==> src/rtl/uart_tx_arbiter_pkg.sv <==
// Shared constants and FSM encoding for the UART transmit arbiter.
package uart_tx_arbiter_pkg;

   localparam int unsigned BYTE_W = 8;

   typedef enum logic [1:0] {
      ST_IDLE = 2'd0,
      ST_SEND = 2'd1,
      ST_GAP  = 2'd2
   } arb_state_t;

endpackage

==> src/rtl/uart_tx_arbiter_rr_pick.sv <==
// Combinational round-robin selector: first set request after ptr, wrapping.
// Returns a one-hot grant, its index and whether anything was picked.
module rr_pick #(
   parameter int unsigned N     = 3,
   parameter int unsigned IDX_W = (N > 1) ? $clog2(N) : 1
) (
   input  logic [N-1:0]     req,
   input  logic [IDX_W-1:0] ptr,
   output logic [N-1:0]     grant,
   output logic [IDX_W-1:0] idx,
   output logic             any
);

   int unsigned cand;

   always_comb begin
      grant = '0;
      idx   = '0;
      any   = 1'b0;
      cand  = 0;
      for (int unsigned k = 1; k <= N; k++) begin
         cand = 32'(ptr) + k;
         if (cand >= N) cand = cand - N;
         if (!any && req[cand]) begin
            any         = 1'b1;
            grant[cand] = 1'b1;
            idx         = IDX_W'(cand);
         end
      end
   end

endmodule

==> src/rtl/uart_tx_arbiter.sv <==
// Shares one UART transmitter among N_REQ byte producers with round-robin
// arbitration, packet locking and an idle gap after every byte.
module uart_tx_arbiter
   import uart_tx_arbiter_pkg::*;
#(
   parameter int unsigned N_REQ      = 3,
   parameter int unsigned GAP_CYCLES = 16,
   parameter int unsigned CNT_W      = 16
) (
   input  logic                      clock,
   input  logic                      reset,
   input  logic [N_REQ-1:0]          req_valid,
   input  logic [BYTE_W*N_REQ-1:0]   req_bits,
   input  logic [N_REQ-1:0]          req_last,
   output logic [N_REQ-1:0]          req_ready,
   output logic                      tx_valid,
   output logic [BYTE_W-1:0]         tx_bits,
   input  logic                      tx_ready,
   output logic [$clog2(N_REQ)-1:0]  grant_id,
   output logic                      locked,
   output logic [CNT_W-1:0]          sent_count
);

   localparam int unsigned IDX_W = $clog2(N_REQ);
   localparam int unsigned GAP_W = (GAP_CYCLES > 1) ? $clog2(GAP_CYCLES) : 1;
   localparam logic [GAP_W-1:0] GAP_LOAD = GAP_W'((GAP_CYCLES > 0) ? GAP_CYCLES - 1 : 0);

   arb_state_t        state;
   arb_state_t        state_nxt;
   logic [IDX_W-1:0]  rr_ptr;
   logic              last_flag;
   logic [GAP_W-1:0]  gap_cnt;

   logic [N_REQ-1:0]  owner_mask;
   logic [N_REQ-1:0]  eligible;
   logic [N_REQ-1:0]  pick_grant;
   logic [IDX_W-1:0]  pick_idx;
   logic              pick_any;
   logic [BYTE_W-1:0] sel_bits;
   logic              sel_last;
   logic              accept;
   logic              tx_fire;

   // While a packet is open only its owner may compete.
   assign owner_mask = N_REQ'(1) << grant_id;
   assign eligible   = locked ? (req_valid & owner_mask) : req_valid;

   rr_pick #(.N(N_REQ), .IDX_W(IDX_W)) u_pick (
      .req   (eligible),
      .ptr   (rr_ptr),
      .grant (pick_grant),
      .idx   (pick_idx),
      .any   (pick_any)
   );

   always_comb begin
      sel_bits = '0;
      sel_last = 1'b0;
      for (int unsigned i = 0; i < N_REQ; i++) begin
         if (pick_grant[i]) begin
            sel_bits = req_bits[i*BYTE_W +: BYTE_W];
            sel_last = req_last[i];
         end
      end
   end

   // State register
   always_ff @(posedge clock) begin
      if (reset) state <= ST_IDLE;
      else       state <= state_nxt;
   end

   // Next-state logic
   always_comb begin
      state_nxt = state;
      unique case (state)
         ST_IDLE: if (accept)  state_nxt = ST_SEND;
         ST_SEND: if (tx_fire) state_nxt = (GAP_CYCLES > 0) ? ST_GAP : ST_IDLE;
         ST_GAP:  if (gap_cnt == '0) state_nxt = ST_IDLE;
         default: state_nxt = ST_IDLE;
      endcase
   end

   // Output / handshake decode
   always_comb begin
      req_ready = '0;
      accept    = 1'b0;
      if (state == ST_IDLE) begin
         req_ready = pick_grant;
         accept    = pick_any;
      end
      tx_fire = tx_valid & tx_ready;
   end

   // Datapath: latched byte, ownership, pointer, counters.
   always_ff @(posedge clock) begin
      if (reset) begin
         tx_valid   <= 1'b0;
         tx_bits    <= '0;
         last_flag  <= 1'b0;
         grant_id   <= '0;
         rr_ptr     <= IDX_W'(N_REQ - 1);
         locked     <= 1'b0;
         sent_count <= '0;
         gap_cnt    <= '0;
      end else begin
         if (accept) begin
            tx_valid  <= 1'b1;
            tx_bits   <= sel_bits;
            last_flag <= sel_last;
            grant_id  <= pick_idx;
            rr_ptr    <= pick_idx;
         end else if (tx_fire) begin
            tx_valid <= 1'b0;
         end
         if (tx_fire) begin
            sent_count <= sent_count + CNT_W'(1);
            locked     <= ~last_flag;
            gap_cnt    <= GAP_LOAD;
         end else if (state == ST_GAP && gap_cnt != '0) begin
            gap_cnt <= gap_cnt - GAP_W'(1);
         end
      end
   end

endmodule

==> config.mk <==
export PLATFORM = sky130hd
export DESIGN_NAME = uart_tx_arbiter
export DESIGN_NICKNAME = d
export VERILOG_FILES = /design/src/rtl/uart_tx_arbiter_pkg.sv /design/src/rtl/uart_tx_arbiter_rr_pick.sv /design/src/rtl/uart_tx_arbiter.sv
export SDC_FILE = /design/constraint.sdc
export NUM_CORES = 1
export LEC_CHECK = 0
export CAP_MARGIN = 25
export CORE_MARGIN = 2
export CORE_UTILIZATION = 51
export DETAILED_ROUTE_END_ITERATION = 7
export HOLD_SLACK_MARGIN = 0.06
export PLACE_DENSITY = 0.82
export SLEW_MARGIN = 40
export SYNTH_ARGS = -nofsm -noshare
export SYNTH_HDL_FRONTEND = slang
export SYNTH_SLANG_ARGS = --single-unit
==> constraint.sdc <==
create_clock -name clock -period 10.3 [get_ports clock]
set_clock_uncertainty 0.1 [all_clocks]
set_input_delay 3.09 -clock clock [delete_from_list [all_inputs] [get_ports clock]]
set_output_delay 3.09 -clock clock [all_outputs]
set_load 0.01 [all_outputs]
==> reports/qor.csv <==
stage;metric;value;unit
timing;max_slew.worst_pin.slew;0.717;ns
clock_network;path_clk_slew;0.07;ns
timing;finalSetupTns;0;ns
worst_setup_path;critical_path.most_common_cell;clkdlybuf4s50_1;
power_and_ir_drop;vdd_ir_drop_max;0.174;mV
timing;grt_setup_unrepaired;false;
timing;timing.final.ws_setup;1.22;ns
timing;hold_ws;0.403;ns
global_route;grt.overflow.total;0;
layout;regArea;721;um2
timing;slew_headroom;52.0;%
power_and_ir_drop;fin_total_pwr;0.653;mW
run_status;run_status;finished clean;
layout;flow.area_growth_from_synthesis;33.5;%
die;initial_core_util;53.9;%
routing;per_cell_via_count_in_the_routed_design;5.69;
global_route;grt_first_pass_wirelength;8890;um
synth;synthesis.area_per_instance;8.53;um2
die;ioPinCount;64;
hold_path;min_path_type;register to register;
synth;ys_seq_area_share;32.7;%
global_route;grt_start_max_net_pins;38;
timing;achievable-frequency;0.110;GHz
layout;finish.net_count;355;
worst_setup_path;critical_path_class;input port to output pin;
synth;synth_edf_count;0;
synth;synth.lib_cells_used.distinct;57;
routing;routed-via-count;2082;
placement;numPortBuffers;63;
timing;time_the_worst_path_needs_with_i_o_delays_and_setup;9.08;ns
worst_setup_path;timing.critical_path.arrival;5.89;ns
timing;setup_viol;0;
worst_setup_path;worst-endpoint-required;7.11;ns
synth;mappedNetlistNets;298;
placement;place_inst;358;
routing;final_antenna_net_count;0;
synth;post_synth_instance_area;0.00220;mm2
clock_network;clock_path_buffers;2;
clock_network;hold_buffers;0;
worst_setup_path;setup.worst_path.start_class;input port;
routing;wl_per_cell;14.7;um
timing;final_max_tran_viols;0;
layout;n_fill_cell;339;
worst_setup_path;critical-path-max-stage-delay;0.58;ns
die;die_area;0.00486;mm2
timing;final_hold_viol_count;0;
die;core_area;0.00409;mm2
placement;last_weighted_congestion_value_of_the_routability_driven_placer;0.923;
die;num_rows;23;
routing;finalWirelength;5400;um
routing;drcViolationCount;0;
synth;synthesis.instances;258;
clock_network;clkLatencyLatePin;0.30;ns
placement;detailedPlacementHpwl;3830;um
clock_network;tritoncts_clock_tree;done;
global_route;initial_antenna_violation_count;0;
synth;synth.ff_latch_count;36;
job;max_cap_viol_count;0;
global_route;first_global_vias;1929;
global_route;tot_gr_track_use;22.2;%
clock_network;cts_buffers;5;
layout;multiInputGateArea;0.00138;mm2
worst_setup_path;worstPathCellList;clkdlybuf4s50_1, mux2i_1, a211o_1, a311oi_4, nand4_2, and2_1, nor3_1, clkdlybuf4s50_1;
layout;drive_above_1_share;6.96;%
die;chipWidth;69.7;um
placement;place_ws;1.24;ns
die;die_h;69.7;um
clock_network;cts_sinks;36;
clock_network;post-cts-setup-buffer-count;0;
clock_network;clockRootBuffer;clkbuf_8;
timing;layout_worst_path_cycle_share;88.2;%
layout;antenna_cells;0;
worst_setup_path;timing.critical_path.to_type;output pin;
worst_setup_path;critical-path-slowest-cell;clkdlybuf4s50_1;
routing;drt-initial-drc-count;92;
worst_setup_path;crit_path_max_fanout;10;
synth;yosysWarnings;0;
power_and_ir_drop;cellPowerDensity;222;mW/mm2
routing;first_pass_iters;4;
power_and_ir_drop;p_leak;1.05;nW
clock_network;htreeDepth;2;
clock_network;post_cts_resize_count;0;
layout;final_cells;366;
synth;synth-async-reset-ratio;0;%
synth;synth_top_flop_cell;dfxtp_1;
[cells in the final DEF, fill, tap and decap left out, drive strengths merged, types with 4 or more instances in the layout]
cell,synthesis,final
xor2,11,11
nor2b,15,15
xnor2,4,4
clkbuf,9,6
nand2b,13,13
nor2,20,20
ha,7,7
a21oi,17,17
dfxtp,36,36
clkdlybuf4s50,0,63
nand3,9,9
and2,5,5
nand2,17,17
a32o,9,9
a311o,10,10
inv,9,9
a21boi,9,9
nand4,6,6
o21ai,8,8
[cell type report]
type / instances / share of cell area (%)
inverter: 9 / 1.15
clock inverter: 2 / 0.511
sequential: 36 / 24.5
timing repair buffer: 65 / 22.0
clock buffer: 6 / 2.81
multi-input combinational: 198 / 46.9
tap: 50 / 2.13
[worst max-delay path: cells and delay by family]
kind / cells / cell delay (ns)
AND/OR/NAND/NOR: 3 / 0.81
buffers and inverters: 2 / 1.15
AO/OA/AOI/OAI: 2 / 0.72
multiplexers: 1 / 0.11
[routing by layer]
| layer | GRT usage [%] | vias up | part of all wire, % |
|---|---|---|---|
| li1 | - | 1044 | - |
| met1 | 28.3 | 970 | 46 |
| met2 | 36.6 | 53 | 48 |
| met3 | 4.94 | 15 | 4.0 |
| met4 | 8.55 | 0 | 2.5 |
| met5 | 0 | - | 0 |
[stage by stage]
stage	util [%]	cell area (um2)
2_1_floorplan	-	2200
3_3_place_gp	69.4	2840
3_5_place_dp	69.5	2840
4_1_cts	71.9	2940
5_1_grt	71.9	2940
6_report	71.9	2940
[worst paths after layout]
path / start / endpoint / slack, ns / depth (start not counted)
worst max-delay path: req_valid[2] / req_ready[1] / 1.22 / 8
worst min-delay path: tx_valid$_SDFFE_PP0P_ / tx_valid$_SDFFE_PP0P_ / 0.40 / 2
worst max register to register: grant_id[0]$_SDFFE_PP0P_ / tx_bits[7]$_SDFFE_PP0P_ / 6.67 / 9
worst min register to register: tx_valid$_SDFFE_PP0P_ / tx_valid$_SDFFE_PP0P_ / 0.40 / 2
[state kept, by name, summed over array words and instances (netlist names), 2 cells and up]
signal and count:
grant_id 2, state 2, gap_cnt 4, sent_count 16
tx_bits 8
[cell families after synthesis]
group | Yosys count | synth area share [%]
xor gates and xnor gates | 15 | 5.97
and+or+nand+nor | 102 | 25.2
muxes | 4 | 1.88
adders and majority gates | 7 | 3.98
DFF | 36 | 32.7
buffers and inverters | 24 | 4.78
AOI/OAI and AO/OA | 70 | 25.5
[power breakdown]
part	internal (mW)	switching, mW	leakage, nW
Clock	0.0541	0.0528	0.0434
Combinational	0.169	0.189	0.716
Sequential	0.163	0.0251	0.293
[synth_stat cells (2+ instances only)]
cell type	number	area, um2
a21boi_0	9	67.6
a21oi_1	15	75.1
a21oi_2	2	17.5
a311o_1	10	100
a32o_1	9	90.1
and2_1	5	31.3
and3_1	2	12.5
and4_1	2	17.5
buf_1	2	7.51
buf_2	2	10.0
clkbuf_1	8	30.0
dfxtp_1	36	721
ha_1	7	87.6
inv_1	7	26.3
inv_2	2	7.51
mux2i_1	3	30.0
nand2_1	17	63.8
nand2b_1	13	81.3
nand3_1	9	45.0
nand4_1	5	31.3
nor2_1	20	75.1
nor2b_1	15	93.8
nor3_1	3	15.0
o21ai_0	5	25.0
o21ai_1	2	10.0
o21bai_1	2	15.0
o32ai_1	2	17.5
or3_1	2	12.5
xnor2_1	4	35.0
xor2_1	11	96.3
Note: power is estimated with default switching activity, not from simulation.
